## src/rtl/rr_arb8_pkg.sv

```systemverilog
// Shared constants, FSM encoding and the round-robin search for the eight-way arbiter.
package rr_arb8_pkg;

   localparam int NUM_REQ = 8;
   localparam int IDX_W   = 3;

   typedef enum logic {IDLE, GRANT} state_t;

   // Walks offsets from the far end back toward ptr so the nearest set bit wins.
   function automatic logic [IDX_W-1:0] next_winner(input logic [NUM_REQ-1:0] req,
                                                    input logic [IDX_W-1:0]   ptr);
      logic [IDX_W-1:0] win;
      logic [IDX_W-1:0] idx;
      win = ptr;
      for (int i = NUM_REQ-1; i >= 0; i--) begin
         idx = ptr + IDX_W'(i);
         if (req[idx]) win = idx;
      end
      return win;
   endfunction

endpackage

```

## src/rtl/rr_arb8_sel_dec.sv

```systemverilog
// One-hot select decode for the shared resource; the only logic between flops and outputs.
module sel_dec3to8
   import rr_arb8_pkg::*;
(
   input  logic [IDX_W-1:0]   code,
   input  logic               en,
   output logic [NUM_REQ-1:0] onehot
);

   for (genvar k = 0; k < NUM_REQ; k++) begin : g_lane
      assign onehot[k] = en && (code == IDX_W'(k));
   end

endmodule

```

## src/rtl/rr_arb8.sv

```systemverilog
// Eight-way round-robin arbiter with break-before-make handover and a hold-time limit.
module rr_arb8
   import rr_arb8_pkg::*;
#(
   parameter int unsigned HOLD_MAX = 16
) (
   input  logic               clk,
   input  logic               rst_n,
   input  logic [NUM_REQ-1:0] req,
   input  logic               done,
   output logic [NUM_REQ-1:0] gnt,
   output logic [IDX_W-1:0]   gnt_code,
   output logic               gnt_valid,
   output logic               timeout
);

   localparam int HCW = (HOLD_MAX < 1) ? 1 : $clog2(HOLD_MAX + 1);
   localparam logic [HCW-1:0] HOLD_LAST = (HOLD_MAX == 0) ? '0 : HCW'(HOLD_MAX - 1);

   state_t             state;
   logic [IDX_W-1:0]   ptr;
   logic [HCW-1:0]     hold_cnt;

   logic [NUM_REQ-1:0] owner_bit;
   logic               others_pend;
   logic               rel_done, rel_drop, rel_hold, release_now;
   logic [IDX_W-1:0]   winner;

   assign owner_bit   = NUM_REQ'(1) << gnt_code;
   assign others_pend = |(req & ~owner_bit);
   assign winner      = next_winner(req, ptr);

   assign rel_done    = done;
   assign rel_drop    = !req[gnt_code];
   assign rel_hold    = (HOLD_MAX != 0) && (hold_cnt == HOLD_LAST) && others_pend;
   assign release_now = rel_done || rel_drop || rel_hold;

   always_ff @(posedge clk or negedge rst_n) begin
      if (!rst_n) begin
         state     <= IDLE;
         ptr       <= '0;
         hold_cnt  <= '0;
         gnt_code  <= '0;
         gnt_valid <= 1'b0;
         timeout   <= 1'b0;
      end else begin
         timeout <= 1'b0;
         case (state)
            IDLE: begin
               if (|req) begin
                  state     <= GRANT;
                  gnt_code  <= winner;
                  gnt_valid <= 1'b1;
                  hold_cnt  <= '0;
                  ptr       <= winner + 1'b1;
               end
            end
            GRANT: begin
               if (release_now) begin
                  // gnt_code is kept so the last owner stays visible after release.
                  state     <= IDLE;
                  gnt_valid <= 1'b0;
                  timeout   <= rel_hold && !rel_done && !rel_drop;
               end else if (hold_cnt != HOLD_LAST) begin
                  hold_cnt <= hold_cnt + 1'b1;
               end
            end
            default: begin
               state     <= IDLE;
               gnt_valid <= 1'b0;
            end
         endcase
      end
   end

   sel_dec3to8 u_dec (
      .code   (gnt_code),
      .en     (gnt_valid),
      .onehot (gnt)
   );

endmodule

```

## config.mk

```make
export PLATFORM = sky130hd
export DESIGN_NAME = rr_arb8
export DESIGN_NICKNAME = d
export VERILOG_FILES = /design/src/rtl/rr_arb8_pkg.sv /design/src/rtl/rr_arb8_sel_dec.sv /design/src/rtl/rr_arb8.sv
export SDC_FILE = /design/constraint.sdc
export NUM_CORES = 1
export LEC_CHECK = 0
export CORE_MARGIN = 4
export CORE_UTILIZATION = 35
export DETAILED_ROUTE_END_ITERATION = 7
export SETUP_SLACK_MARGIN = 0.1
export SLEW_MARGIN = 20
export SYNTH_ARGS = -nofsm -noshare
export SYNTH_HDL_FRONTEND = slang
export SYNTH_HIERARCHICAL = 1
export SYNTH_SLANG_ARGS = --single-unit
```

## constraint.sdc

```tcl
create_clock -name clk -period 6.52 [get_ports clk]
set_input_delay 0.652 -clock clk [delete_from_list [all_inputs] [get_ports clk]]
set_output_delay 0.652 -clock clk [all_outputs]
set_load 0.005 [all_outputs]
```

==> results.sh, run 1 <==
export IMPL_status="completed"
export IMPL_syn_area_um2=1883
export IMPL_fin_ws_ns=2.677
export IMPL_synth_area_top_cells="dfrtp_1 19%, mux4_2 16%, a21oi_1 4.3%, mux4_1 4.2%, nand2_1 3.4%"
export IMPL_grt_pass1_vias=1555
export IMPL_synth_top_cell_area_share_pct=18.60
export IMPL_synthXorXnorAreaFrac_pct=2.326
export IMPL_p_per_area_nw_per_um2=552.3
export IMPL_clk_pin_slew_ns=0.06
export IMPL_coreArea_um2=5172
export IMPL_maxCapViolCount=0
export IMPL_dr_pass1_iters=4
export IMPL_slew_limit_headroom_pct=44.64
export IMPL_rows=26
export IMPL_muxShareOfSynthArea_pct=26.31
export IMPL_holdWs_ns=0.5395
export IMPL_wire_per_inst_um=16.80
export IMPL_yosys_area_top_type="dfrtp_1"
export IMPL_clock_path_buffers=2
export IMPL_yosysWarnings=6
export IMPL_p_total_mw=1.202
export IMPL_syn_to_final_growth_pct=15.61
export IMPL_antenna_found_initial=0
export IMPL_min_period_ns=3.843
export IMPL_synth_compound_area_share_pct=20.13
export IMPL_grt_overflow=0
export IMPL_synth_cell_types=60
export IMPL_die_height_um=81.35
export IMPL_path_cells="inv_1 -> ha_1 -> mux4_2 -> mux2i_2 -> nand4b_2 -> a2111oi_2 -> nor2_1 -> ha_1 -> nand2b_1 -> o211ai_1"
export IMPL_maxClockFrequency_mhz=260.2
export IMPL_final_nets=228
export IMPL_crit_type="reg2reg"
export IMPL_met3_length_um=213
export IMPL_final_hold_violation_count=0
export IMPL_async_flop_share_pct=100.0
export IMPL_met2_length_mm=2.319
export IMPL_h_tree_depth=1
export IMPL_postSynthAreaPerCell_um2=9.276
export IMPL_drtIter0Drc=132
export IMPL_ir_worst_vdd_v=0.0001560
export IMPL_rsz0062_at_grt="false"
export IMPL_ys_ff_latch=14
export IMPL_synthCells=203
export IMPL_tns_ns=0
export IMPL_cts_resized=0
export IMPL_grtUsageTotal_pct=15.22
export IMPL_synth_nets=219
export IMPL_synth_edf_count=0
export IMPL_num_vias=1688
export IMPL_period_share_pct=58.94
export IMPL_n_fill_cell=486
export IMPL_multi_input_area_um2=1420
export IMPL_gp_congestion=0.8490
export IMPL_drc_errors=0
export IMPL_antenna_left=0
export IMPL_sequential_cell_area_um2=350.3
export IMPL_utilization_pct=42.09
export IMPL_ys_seq_area_share_pct=18.60
export IMPL_io_pins=24
export IMPL_drt_vias_per_instance=6.007
export IMPL_cts_setup_buffers=0
export IMPL_skew_ns=0.001082
export IMPL_portBuffers=23
export IMPL_synthSimpleGateAreaFrac_pct=23.32
export IMPL_hold_buffers=0
export IMPL_cts_sinks=14
export IMPL_arrival_ns=4.01
export IMPL_dr_max_layer_used="met4"
export IMPL_dpl_hpwl_mm=3.383
export IMPL_path_max_fanout=19
export IMPL_met1_length_mm=2.139
export IMPL_hp_class="reg2reg"
export IMPL_drive_gt1_share_pct=19.43
export IMPL_tritoncts="built"
export IMPL_clk_latency_ns=0.25
export IMPL_synth_top_family_by_area="multiplexers"
export IMPL_grt_pass1_wl_mm=7.817
export IMPL_cts_root_buf="clkbuf_8"
export IMPL_dieArea_um2=6618
export IMPL_p_leak_nw=0.7995
export IMPL_end_kind="flip-flop"
export IMPL_diodes=0
export IMPL_crit_path_start_kind="flip-flop"
export IMPL_critPathRequiredTime_ns=6.68
export IMPL_die_width_um=81.35
export IMPL_synth_fa_ha_area_share_pct=3.322
export IMPL_wl_mm=4.721
export IMPL_crit_path_max_incr_delay_ns=0.88
export IMPL_cpMaxStageDelayCell="dfrtp_1"
export IMPL_grt_max_degree=21
export IMPL_slew_viol_final=0
export IMPL_worstMarginPinSlew_ns=0.8305
export IMPL_detailedPlace_worstSlack_ns=2.667
export IMPL_cts_buffers=3
export IMPL_critical_path_most_common_cell="ha_1"
export IMPL_setup_viol=0
export IMPL_initial_core_util_pct=36.41
export IMPL_synth_main_ff_cell="dfrtp_1"
==> cells in the final DEF, fill, tap and decap left out, types with 3 or more instances in the layout <==
master / synthesis / layout
nand2_1: 17 / 17
o22ai_1: 3 / 3
o21ai_0: 4 / 4
clkbuf_8: 0 / 4
mux2i_1: 5 / 5
inv_1: 7 / 7
mux4_2: 13 / 13
mux4_1: 3 / 3
nand3_1: 4 / 4
a31oi_1: 5 / 5
mux2_2: 4 / 4
clkdlybuf4s50_1: 0 / 23
dfrtp_1: 14 / 14
and4b_2: 3 / 3
ha_1: 5 / 5
a21oi_1: 16 / 16
xor2_1: 3 / 3
nand3b_1: 5 / 5
nor3_1: 5 / 5
and4bb_2: 3 / 3
nor2_1: 13 / 13
o211ai_1: 3 / 3
==> final timing paths <==
path                               end  depth (start not counted)  slack, ns         from
max in group asynchronous  hold_cnt[1]                          1       5.32        rst_n
hold reg to reg            hold_cnt[4]                          2       0.54  hold_cnt[4]
min in group asynchronous  hold_cnt[4]                          1       0.79        rst_n
hold / removal             hold_cnt[4]                          2       0.54  hold_cnt[4]
setup reg to reg                ptr[2]                         10       2.68       ptr[0]
setup / recovery                ptr[2]                         10       2.68       ptr[0]
==> per-stage QoR <==
step                instance area (µm²)  std cells
global route                       2177        281
floorplan                          1883        203
global placement                   2122        277
CTS                                2177        281
finish                             2177        281
detailed placement                 2122        277
==> critical path: cells and delay by family, from the launching register on <==
kind                       cells  cell delay, ns
DFF                            1            0.88
muxes                          2            0.80
adders and majority gates      2            0.79
AOI/OAI and AO/OA              2            0.53
and+or+nand+nor                3            0.40
buffers and inverters          1            0.35
==> layout make-up <==
type | instances | area share (%)
sequential | 14 | 16.09
tap | 70 | 4.023
timing repair buffer | 24 | 10.92
multi-input combinational | 162 | 65.23
clock buffer | 4 | 2.529
inverter | 7 | 1.207
==> cells in the mapped netlist, types with 3 or more instances <==
cell type	instances
nand3b_1	5
mux4_2	13
and4b_2	3
and4bb_2	3
o21ai_0	4
xor2_1	3
a21oi_1	16
mux2i_1	5
inv_1	7
o22ai_1	3
nor2_1	13
dfrtp_1	14
mux2_2	4
nand2_1	17
mux4_1	3
ha_1	5
buf_2	3
clkbuf_1	15
a31oi_1	5
nor3_1	5
o211ai_1	3
nand3_1	4
==> metal layers <==
layer | vias to the layer above | global-route usage, %
met5 | - | 0
met4 | 0 | 4.223
met3 | 6 | 1.996
met2 | 53 | 25.08
met1 | 815 | 20.84
li1 | 814 | -
==> report_power, final <==
group	total (mW)	switching (mW)	leakage, nW	internal (mW)
sequential	0.242	0.124	0.179	0.119
combinational	0.876	0.437	0.592	0.439
clock	0.0841	0.0306	0.0288	0.0535
==> state kept, by name (all words and copies together) (netlist names) <==
signal and flops:
ptr 3, timeout 1, gnt_valid 1, gnt_code 3
hold_cnt 5, state 1
==> logic make-up (layout without fill, tap and decap cells) <==
kind of cell               count (synthesis)  after routing
muxes                                     27             27
buffers and inverters                     27             35
xor gates and xnor gates                   5              5
and+or+nand+nor                           70             70
DFF                                       14             14
AOI/OAI and AO/OA                         55             55
adders and majority gates                  5              5
Note: power is estimated with default switching activity, not from simulation.
==> inputs of run 2 (changes only) <==
==> constraint.sdc (replaced) <==
create_clock -name clk -period 3.1 [get_ports clk]
set_input_delay 0.31 -clock clk [delete_from_list [all_inputs] [get_ports clk]]
set_output_delay 0.31 -clock clk [all_outputs]
set_load 0.005 [all_outputs]
==> run 2 against run 1 <==
Register-to-register slack worse by 2.4 ns. Routed wire length up 4.1%. Cell area up 10%. Via count up 8.8%. Core utilization up 4.2 points. Setup slack worse by 2.4 ns. Count of clock-buffer cells in the layout unchanged. Critical path depth up 1. Total power up 140%. Global-route usage up 0.77 points. Combinational power rose to 2.7 times the previous value. Largest cell class unchanged. Highest routed layer unchanged.
==> results.sh, run 2 (same netlist as run 1, synthesis figures left out) <==
export IMPL_cts_root_buf="clkbuf_8"
export IMPL_cts_sinks=14
export IMPL_end_kind="flip-flop"
export IMPL_grt_max_degree=21
export IMPL_rows=26
export IMPL_num_vias=1836
export IMPL_die_width_um=81.35
export IMPL_skew_ns=0.002214
export IMPL_tritoncts="built"
export IMPL_hp_class="in2async"
export IMPL_h_tree_depth=1
export IMPL_drt_vias_per_instance=6.039
export IMPL_largest_reg_flops=5
export IMPL_setup_viol=0
export IMPL_maxClockFrequency_mhz=354.4
export IMPL_crit_path_start_kind="flip-flop"
export IMPL_maxCapViolCount=0
export IMPL_dpl_hpwl_mm=3.766
export IMPL_clock_path_buffers=2
export IMPL_dpl_cell_count=300
export IMPL_detailedPlace_worstSlack_ns=0.04793
export IMPL_grt_pass1_wl_mm=8.487
export IMPL_p_per_area_nw_per_um2=1225
export IMPL_dieArea_um2=6618
export IMPL_top_register="hold_cnt"
export IMPL_drtIter0Drc=137
export IMPL_slew_viol_final=0
export IMPL_status="completed"
export IMPL_final_hold_violation_count=0
export IMPL_cts_buffers=3
export IMPL_crit_type="reg2reg"
export IMPL_slew_limit_headroom_pct=54.03
export IMPL_clk_pin_slew_ns=0.06
export IMPL_syn_to_final_growth_pct=27.24
export IMPL_cts_setup_buffers=0
export IMPL_antenna_left=0
export IMPL_fin_ws_ns=0.2780
export IMPL_final_nets=251
export IMPL_layout_cells_non_filler=304
export IMPL_die_height_um=81.35
export IMPL_min_period_ns=2.822
export IMPL_tns_ns=0
export IMPL_drive_gt1_share_pct=29.91
export IMPL_critPathRequiredTime_ns=3.20
export IMPL_grt_overflow=0
export IMPL_io_pins=24
export IMPL_dr_pass1_iters=4
export IMPL_wire_per_inst_um=16.16
export IMPL_reg2reg_depth=11
export IMPL_antenna_found_initial=0
export IMPL_clk_latency_ns=0.24
export IMPL_drc_errors=0
export IMPL_diodes=0
export IMPL_ir_worst_vdd_v=0.0004506
export IMPL_worstMarginPinSlew_ns=0.6896
export IMPL_gp_congestion=0.8698
export IMPL_p_total_mw=2.935
export IMPL_grt_pass1_vias=1705
export IMPL_layout_common_cells="23 x clkdlybuf4s50_1, 22 x buf_4, 17 x nand2_1"
export IMPL_path_max_fanout=4
export IMPL_p_leak_nw=0.9146
export IMPL_portBuffers=23
export IMPL_rsz0062_at_grt="false"
export IMPL_arrival_ns=2.93
export IMPL_wl_mm=4.913
export IMPL_initial_core_util_pct=36.41
export IMPL_top_regs="hold_cnt x5, gnt_code x3, ptr x3"
export IMPL_period_share_pct=91.03
export IMPL_layout_commonest_cell="clkdlybuf4s50_1"
export IMPL_grtUsageTotal_pct=15.99
export IMPL_coreArea_um2=5172
-- run 2: where the power goes --
| group | internal (mW) | switching (mW) | total [mW] |
|---|---|---|---|
| clock | 0.112 | 0.0636 | 0.176 |
| sequential | 0.253 | 0.180 | 0.434 |
| combinational | 1.20 | 1.12 | 2.33 |
| total | 1.57 | 1.37 | 2.94 |
-- run 2: routing by layer --
metal  track usage [%]  vias up  wire length, µm  share of wire, %
li1                  -      863                -                 -
met1             23.36      903             2185                44
met4             1.182        0               57               1.2
met5                 0        -                0                 0
met2             26.47       64             2383                49
met3             1.663        6              286               5.8
-- run 2: repair_timing --
item | CTS | global route
hold buffers | 0 | 0
endpoints found under the setup margin | 0 | 2
gates resized for setup | 0 | 6
-- run 2: final timing paths --
| check | startpoint | endpoint | slack (ns) |
|---|---|---|---|
| setup / recovery | ptr[0] | ptr[1] | 0.28 |
| hold / removal | rst_n | hold_cnt[4] | 0.47 |
| setup reg to reg | ptr[0] | ptr[1] | 0.28 |
| hold reg to reg | hold_cnt[4] | hold_cnt[4] | 0.54 |
| max in group asynchronous | rst_n | ptr[2] | 2.18 |
| min in group clk | hold_cnt[4] | hold_cnt[4] | 0.54 |
-- run 2: final cells by class --
class,instances,area [µm²]
inverter,7,26.28
clock buffer,4,55.05
timing repair buffer,47,426.7
fill,488,2776
multi-input combinational,162,1449
sequential,14,351.6
tap,70,87.58
-- run 2: metrics by stage --
step / utilization (%) / area [µm²] / hold WS [ns]
floorplan: - / 1899 / 0.01441
global placement: 44.78 / 2316 / 0.5308
detailed placement: 44.78 / 2316 / 0.5408
CTS: 45.84 / 2371 / 0.4898
global route: 46.32 / 2396 / 0.5241
finish: 46.32 / 2396 / 0.4663
-- run 2: worst max-delay path: stages, from the launching register on --
cell and delay [ns]:
dfrtp_1 0.38, inv_1 0.08, ha_2 0.39, mux4_2 0.36, mux2i_2 0.27, a21boi_1 0.25
o22a_1 0.19, a21boi_1 0.08, a311oi_2 0.27, ha_1 0.28, nand2_1 0.05, o21ai_0 0.07
